File: src/rtl/mips_multicycle.sv
// Multicycle MIPS subset core: one shared ALU, one unified memory port with
// a ready handshake, and a two-process FSM. Memory-port outputs are decoded
// only from registered state, so they carry no combinational input paths.
module mips_multicycle #(
    parameter logic [31:0] RESET_PC        = 32'h0000_0000,
    parameter bit          HALT_ON_ILLEGAL = 1'b1
) (
    input  logic        clk,
    input  logic        reset,
    output logic [31:0] adr,
    output logic        memread,
    output logic        memwrite,
    output logic [31:0] writedata,
    input  logic [31:0] readdata,
    input  logic        memready,
    output logic [31:0] pc,
    output logic        halted
);

    typedef enum logic [3:0] {
        S_FETCH  = 4'd0,
        S_DECODE = 4'd1,
        S_MEMADR = 4'd2,
        S_MEMRD  = 4'd3,
        S_MEMWB  = 4'd4,
        S_MEMWR  = 4'd5,
        S_RTEXE  = 4'd6,
        S_RTWB   = 4'd7,
        S_IMMEXE = 4'd8,
        S_IMMWB  = 4'd9,
        S_BRANCH = 4'd10,
        S_JUMP   = 4'd11,
        S_HALT   = 4'd12
    } state_t;

    typedef enum logic [2:0] {
        ALU_ADD = 3'd0,
        ALU_SUB = 3'd1,
        ALU_AND = 3'd2,
        ALU_OR  = 3'd3,
        ALU_SLT = 3'd4
    } alu_op_t;

    localparam logic [5:0] OP_RTYPE = 6'h00;
    localparam logic [5:0] OP_J     = 6'h02;
    localparam logic [5:0] OP_BEQ   = 6'h04;
    localparam logic [5:0] OP_BNE   = 6'h05;
    localparam logic [5:0] OP_ADDI  = 6'h08;
    localparam logic [5:0] OP_ORI   = 6'h0D;
    localparam logic [5:0] OP_LW    = 6'h23;
    localparam logic [5:0] OP_SW    = 6'h2B;

    localparam logic [5:0] FN_ADD = 6'h20;
    localparam logic [5:0] FN_SUB = 6'h22;
    localparam logic [5:0] FN_AND = 6'h24;
    localparam logic [5:0] FN_OR  = 6'h25;
    localparam logic [5:0] FN_SLT = 6'h2A;

    // True for the R-type function codes this core implements.
    function automatic logic funct_supported(input logic [5:0] fn);
        case (fn)
            FN_ADD, FN_SUB, FN_AND, FN_OR, FN_SLT: funct_supported = 1'b1;
            default:                               funct_supported = 1'b0;
        endcase
    endfunction

    // Maps an R-type function code onto the shared ALU operation.
    function automatic alu_op_t funct_to_op(input logic [5:0] fn);
        case (fn)
            FN_SUB:  funct_to_op = ALU_SUB;
            FN_AND:  funct_to_op = ALU_AND;
            FN_OR:   funct_to_op = ALU_OR;
            FN_SLT:  funct_to_op = ALU_SLT;
            default: funct_to_op = ALU_ADD;
        endcase
    endfunction

    state_t      state_r;
    state_t      state_n_s;
    logic [31:0] pc_r;
    logic [31:0] instr_r;
    logic [31:0] a_r;
    logic [31:0] b_r;
    logic [31:0] aluout_r;
    logic [31:0] mdr_r;
    logic [31:0] regs_r [32];

    logic [5:0]  op_s;
    logic [4:0]  rs_s;
    logic [4:0]  rt_s;
    logic [4:0]  rd_s;
    logic [5:0]  funct_s;
    logic [31:0] sext_s;
    logic [31:0] zext_s;
    state_t      illegal_next_s;

    logic [31:0] alu_a_s;
    logic [31:0] alu_b_s;
    alu_op_t     alu_op_s;
    logic [31:0] alu_y_s;

    logic        rf_we_s;
    logic [4:0]  rf_wa_s;
    logic [31:0] rf_wd_s;
    logic        take_s;

    assign op_s    = instr_r[31:26];
    assign rs_s    = instr_r[25:21];
    assign rt_s    = instr_r[20:16];
    assign rd_s    = instr_r[15:11];
    assign funct_s = instr_r[5:0];
    assign sext_s  = {{16{instr_r[15]}}, instr_r[15:0]};
    assign zext_s  = {16'h0000, instr_r[15:0]};
    assign illegal_next_s = HALT_ON_ILLEGAL ? S_HALT : S_FETCH;
    assign take_s  = (op_s == OP_BEQ) ? (a_r == b_r) : (a_r != b_r);

    // Shared ALU operand selection: each state borrows the ALU for one job.
    always_comb begin
        alu_a_s  = pc_r;
        alu_b_s  = 32'd4;
        alu_op_s = ALU_ADD;
        case (state_r)
            S_FETCH: begin
                alu_a_s = pc_r;
                alu_b_s = 32'd4;
            end
            S_DECODE: begin
                alu_a_s = pc_r;
                alu_b_s = {sext_s[29:0], 2'b00};
            end
            S_MEMADR: begin
                alu_a_s = a_r;
                alu_b_s = sext_s;
            end
            S_RTEXE: begin
                alu_a_s  = a_r;
                alu_b_s  = b_r;
                alu_op_s = funct_to_op(funct_s);
            end
            S_IMMEXE: begin
                alu_a_s = a_r;
                if (op_s == OP_ORI) begin
                    alu_b_s  = zext_s;
                    alu_op_s = ALU_OR;
                end else begin
                    alu_b_s  = sext_s;
                    alu_op_s = ALU_ADD;
                end
            end
            default: begin
                alu_a_s  = pc_r;
                alu_b_s  = 32'd4;
                alu_op_s = ALU_ADD;
            end
        endcase
    end

    // ALU function; arithmetic wraps modulo 2^32, slt compares signed.
    always_comb begin
        alu_y_s = 32'h0000_0000;
        case (alu_op_s)
            ALU_ADD: alu_y_s = alu_a_s + alu_b_s;
            ALU_SUB: alu_y_s = alu_a_s - alu_b_s;
            ALU_AND: alu_y_s = alu_a_s & alu_b_s;
            ALU_OR:  alu_y_s = alu_a_s | alu_b_s;
            ALU_SLT: alu_y_s = ($signed(alu_a_s) < $signed(alu_b_s)) ? 32'd1 : 32'd0;
            default: alu_y_s = 32'h0000_0000;
        endcase
    end

    // Next-state logic for the instruction sequencer.
    always_comb begin
        state_n_s = state_r;
        case (state_r)
            S_FETCH:  state_n_s = memready ? S_DECODE : S_FETCH;
            S_DECODE: begin
                case (op_s)
                    OP_LW, OP_SW:   state_n_s = S_MEMADR;
                    OP_RTYPE:       state_n_s = funct_supported(funct_s) ? S_RTEXE : illegal_next_s;
                    OP_ADDI, OP_ORI: state_n_s = S_IMMEXE;
                    OP_BEQ, OP_BNE: state_n_s = S_BRANCH;
                    OP_J:           state_n_s = S_JUMP;
                    default:        state_n_s = illegal_next_s;
                endcase
            end
            S_MEMADR: state_n_s = (op_s == OP_LW) ? S_MEMRD : S_MEMWR;
            S_MEMRD:  state_n_s = memready ? S_MEMWB : S_MEMRD;
            S_MEMWB:  state_n_s = S_FETCH;
            S_MEMWR:  state_n_s = memready ? S_FETCH : S_MEMWR;
            S_RTEXE:  state_n_s = S_RTWB;
            S_RTWB:   state_n_s = S_FETCH;
            S_IMMEXE: state_n_s = S_IMMWB;
            S_IMMWB:  state_n_s = S_FETCH;
            S_BRANCH: state_n_s = S_FETCH;
            S_JUMP:   state_n_s = S_FETCH;
            S_HALT:   state_n_s = S_HALT;
            default:  state_n_s = S_FETCH;
        endcase
    end

    // Register-file write port; writes to $0 are dropped here.
    always_comb begin
        rf_we_s = 1'b0;
        rf_wa_s = 5'd0;
        rf_wd_s = 32'h0000_0000;
        case (state_r)
            S_MEMWB: begin
                rf_we_s = 1'b1;
                rf_wa_s = rt_s;
                rf_wd_s = mdr_r;
            end
            S_RTWB: begin
                rf_we_s = 1'b1;
                rf_wa_s = rd_s;
                rf_wd_s = aluout_r;
            end
            S_IMMWB: begin
                rf_we_s = 1'b1;
                rf_wa_s = rt_s;
                rf_wd_s = aluout_r;
            end
            default: begin
                rf_we_s = 1'b0;
                rf_wa_s = 5'd0;
                rf_wd_s = 32'h0000_0000;
            end
        endcase
        if (rf_wa_s == 5'd0) begin
            rf_we_s = 1'b0;
        end else begin
            rf_we_s = rf_we_s;
        end
    end

    // Memory-port outputs decoded from state; requests only in access states.
    always_comb begin
        adr       = pc_r;
        memread   = 1'b0;
        memwrite  = 1'b0;
        writedata = b_r;
        case (state_r)
            S_FETCH: begin
                adr     = pc_r;
                memread = 1'b1;
            end
            S_MEMRD: begin
                adr     = aluout_r;
                memread = 1'b1;
            end
            S_MEMWR: begin
                adr      = aluout_r;
                memwrite = 1'b1;
            end
            default: begin
                adr      = pc_r;
                memread  = 1'b0;
                memwrite = 1'b0;
            end
        endcase
    end

    assign pc     = pc_r;
    assign halted = (state_r == S_HALT);

    // Sequencer state register.
    always_ff @(posedge clk or posedge reset) begin
        if (reset) begin
            state_r <= S_FETCH;
        end else begin
            state_r <= state_n_s;
        end
    end

    // Datapath registers and register file.
    always_ff @(posedge clk or posedge reset) begin
        if (reset) begin
            pc_r     <= RESET_PC;
            instr_r  <= 32'h0000_0000;
            a_r      <= 32'h0000_0000;
            b_r      <= 32'h0000_0000;
            aluout_r <= 32'h0000_0000;
            mdr_r    <= 32'h0000_0000;
            for (int i = 0; i < 32; i++) begin
                regs_r[i] <= 32'h0000_0000;
            end
        end else begin
            case (state_r)
                S_FETCH: begin
                    if (memready) begin
                        instr_r <= readdata;
                        pc_r    <= alu_y_s;
                    end
                end
                S_DECODE: begin
                    a_r      <= (rs_s == 5'd0) ? 32'h0000_0000 : regs_r[rs_s];
                    b_r      <= (rt_s == 5'd0) ? 32'h0000_0000 : regs_r[rt_s];
                    aluout_r <= alu_y_s;
                end
                S_MEMADR, S_RTEXE, S_IMMEXE: aluout_r <= alu_y_s;
                S_MEMRD: begin
                    if (memready) begin
                        mdr_r <= readdata;
                    end
                end
                S_BRANCH: begin
                    if (take_s) begin
                        pc_r <= aluout_r;
                    end
                end
                S_JUMP:  pc_r <= {pc_r[31:28], instr_r[25:0], 2'b00};
                default: ;
            endcase
            if (rf_we_s) begin
                regs_r[rf_wa_s] <= rf_wd_s;
            end
        end
    end

endmodule

File: config.mk
export PLATFORM = sky130hd
export DESIGN_NAME = mips_multicycle
export DESIGN_NICKNAME = d
export VERILOG_FILES = /design/src/rtl/mips_multicycle.sv
export SDC_FILE = /design/constraint.sdc
export NUM_CORES = 2
export LEC_CHECK = 0
export CAP_MARGIN = 5
export CELL_PAD_IN_SITES_DETAIL_PLACEMENT = 0
export CELL_PAD_IN_SITES_GLOBAL_PLACEMENT = 1
export CORE_AREA = 2 2 351 353
export CTS_CLUSTER_DIAMETER = 30
export DETAILED_ROUTE_END_ITERATION = 10
export DIE_AREA = 0 0 353 355
export PLACE_DENSITY = 0.81
export SYNTH_ARGS = -nofsm -noshare
export SYNTH_HDL_FRONTEND = slang
export SYNTH_SLANG_ARGS = --single-unit
File: constraint.sdc
create_clock -name clk -period 106.2 [get_ports clk]
set_input_delay 10.62 -clock clk [delete_from_list [all_inputs] [get_ports clk]]
set_output_delay 10.62 -clock clk [all_outputs]
set_load 0.02 [all_outputs]
==> summary.md <==
| Metric | Value |
|---|---|
| Final clock skew | 0.0795 ns |
| CTS resizes | 0 |
| Syn_nets | 6187 |
| Vias | 52900 |
| Max-cap violations | 0 |
| Slowest cell delay on critical path | 0.71 ns |
| Die height | 355 um |
| Final hold violations | 0 |
| CP Max Fanout | 40 |
| Setup Crit Path Kind | reg2out |
| Final Wtd Congestion | 0.990 |
| Synth async-reset ratio | 100% |
| Placed Cells | 7338 |
| # IOs | 134 |
| Total power | 2730 uW |
| Vias/cell | 6.74 |
| Peak supply drop | 0.0190 mV |
| Clock-pin slew on the worst setup and hold paths | 0.04 ns |
| Share of cells above drive strength 1 | 23.7% |
| Crit path arrival time | 3.29 ns |
| Cell Rows | 128 |
| Root buffer cell | clkbuf_16 |
| Area contributors post-synth | dfrtp_1 46%, mux4_2 21%, a21oi_1 5.0% |
| CTS tree | built |
| Post-CTS setup buffers | 0 |
| Wire per inst | 30.5 um |
| Num CTS Buffers | 290 |
| Period utilization | 13.1% |
| Gate Count Post-Synth | 6054 |
| Pin count of the biggest net entering global routing | 165 |
| Full die area | 125000 um^2 |
| RSZ-0062 raised after global routing | false |
| TNS Setup | 0 ns |
| Area of the mapped netlist | 66400 um^2 |
| First-pass GRT wire length | 356 mm |
| IO buf count | 133 |
| Worst hold margin | 0.393 ns |
| Vias in the first global route | 52900 |
| Finished Core Util | 65.0% |
| Top FF cell, synth | dfrtp_1 |
| Synth unique cells | 87 |
| Number of hold buffers added after cts | 0 |
| P&R area growth vs syn | 18.8% |
| Detail Route Antenna Nets | 0 |
| Initial Utilization | 54.7% |
| H-tree Lvls | 5 |
| Lkg Pwr | 0.0335 uW |
| Final setup vio count | 0 |
| Worst-skew pair later-pin latency | 0.90 ns |
| Worst setup EP type | primary output |
| HP Class | reg2reg |
| Crit-path cells | xnor2_1 -> nor3_2 -> buf_4 -> mux2_2 -> clkdlybuf4s50_1 |
| Critical path's top delay family | buffers and inverters |
| Grt total ovfl | 0 |
| F_max | 71.9 MHz |
| Maximum buffer depth of the clock tree | 4 |
| Syn avg cell area | 11.0 um^2 |
| Slew HR | 18.4% |
| Pre-antenna DRT Iters | 10 |
| Drt drc | 0 |
| Iter 0 DRT Violations | 6646 |
| CTS Sinks | 1220 |
| Top cell type's share of synthesized area | 45.9% |
| Non-filler instance count after layout | 7848 |
| Pwr Density | 34.6 nW/um^2 |
| Worst Setup Start Kind | flip-flop |
| Area leader, netlist | dfrtp_1 |
| Hold Path Cell Cnt | 0 |
| #FFs+latches synth | 1220 |
| Post-synth EDFFs | 0 |
| Max Slew Vio Count | 0 |
| DP HPWL | 143 mm |
| Slew @ Worst Pin | 1.22 ns |
| Die X-Extent | 353 um |
| Reg2reg path depth | 17 |
| Slowest stage cell on the critical path | dfrtp_1 |
| Core area | 121000 um^2 |
| Routed WL | 239 mm |
| Worst endpoint required time | 95.58 ns |
| Nets | 6138 |
| Synth warn | 0 |
| Min Tclk post-route | 13.91 ns |
| Crit path buf inv count | 2 |
| Crit path depth | 5 |
| Register area share after synthesis | 45.9% |
| GR Util All Layers | 38.7% |
| Initial antenna violation count | 23 |
| Outcome | finished clean |
cell type report:
| cell class | count | area, um^2 |
|---|---|---|
| Tap cell | 1625 | 2030 |
| Multi-Input combinational cell | 4131 | 33700 |
| Antenna cell | 5 | 12.5 |
| Timing Repair Buffer | 249 | 2310 |
| Fill cell | 9228 | 42500 |
| Inverter | 113 | 432 |
| Clock buffer | 357 | 7990 |
| Clock inverter | 148 | 1940 |
| Sequential cell | 1220 | 30600 |
through the flow:
stage | setup WS (ns) | instance area, um^2
5_1_grt | 92.14 | 78900
3_5_place_dp | 91.84 | 69000
6_report | 92.29 | 78900
3_3_place_gp | 91.89 | 69000
4_1_cts | 92.28 | 78900
2_1_floorplan | 61.21 | 66400
registers in the layout (all words and copies together) (netlist names):
| name | cells |
|---|---|
| regs_r | 1024 |
| a_r | 32 |
| aluout_r | 32 |
| instr_r | 32 |
| mdr_r | 32 |
| pc | 32 |
| writedata | 32 |
| state_r | 4 |
kinds of logic after synthesis:
kind of cell,Yosys count,share of synthesized area (%)
compound gates,1580,13.5
mux,831,24.3
buf+inv,703,4.12
fa+ha+maj,98,1.87
xor+xnor,37,0.488
simple gates,1585,9.80
flops,1220,45.9
layer usage:
| metal | part of all wire (%) | routed length, um | global-route usage (%) | vias up |
|---|---|---|---|---|
| met5 | 0.055 | 132 | 0 | - |
| met4 | 4.6 | 11000 | 17.0 | 22 |
| met3 | 11 | 26900 | 10.7 | 696 |
| met2 | 46 | 110000 | 59.2 | 2999 |
| met1 | 38 | 91300 | 52.2 | 27100 |
| li1 | - | - | - | 22100 |
Yosys cell counts, types with 6 or more instances:
library cell  instances
inv_1               112
nor2b_1              36
a211oi_1             19
clkbuf_1            458
xnor2_1              37
o21ai_0             563
a221oi_1             16
nand4_1              14
a21o_1               21
and2_1                6
ha_1                 96
dfrtp_1            1220
a31oi_1              17
nand2b_1             25
o22ai_1              39
or2_2                 6
a21oi_1             664
a222oi_1             13
mux2_2              153
buf_2                67
nor4_1               12
a221o_1              20
buf_1                63
o211ai_1             20
o21bai_1              8
mux2i_1              70
and3_1               15
o21a_1               11
mux4_2              608
or3_1                 7
o31ai_1              30
nand3_1              15
a22oi_1              44
o221ai_1             25
nor2_1              675
nor3_1               34
nand2_1             713
path summary, 6_finish.rpt:
check,startpoint,endpoint,slack (ns)
min in group asynchronous,reset,regs_r[637],10.21
worst max-delay path,state_r[2],adr[16],92.29
worst max register to register,state_r[2],pc[20],99.09
worst min-delay path,regs_r[1017],regs_r[1017],0.39
max in group asynchronous,reset,regs_r[280],92.72
worst min register to register,regs_r[1017],regs_r[1017],0.39
cells in the final DEF, fill, tap and decap left out, types with 17 or more instances in the layout:
cell type	count
nor3_1	30
xnor2_1	37
o211ai_1	20
dfrtp_1	1210
clkbuf_16	296
clkdlybuf4s50_1	133
o22ai_1	39
o31ai_1	30
mux2i_1	70
nor2b_1	36
nand2_1	700
ha_1	96
nor2_1	660
a21oi_1	663
clkbuf_1	26
buf_4	107
inv_1	111
a211oi_1	19
a21o_1	21
a31oi_1	17
clkinv_2	48
mux4_2	608
clkinvlp_4	24
mux2_2	153
clkbuf_8	35
o221ai_1	25
a22oi_2	32
nand2b_1	22
o21ai_0	562
a221o_1	20
inv_6	18
bufinv_16	39
power by group:
group          total [uW]  switching [uW]  internal [uW]
Sequential            702             134            568
Clock                 905             280            625
Combinational        1130             662            465
Power figures use the tool's default switching activity.
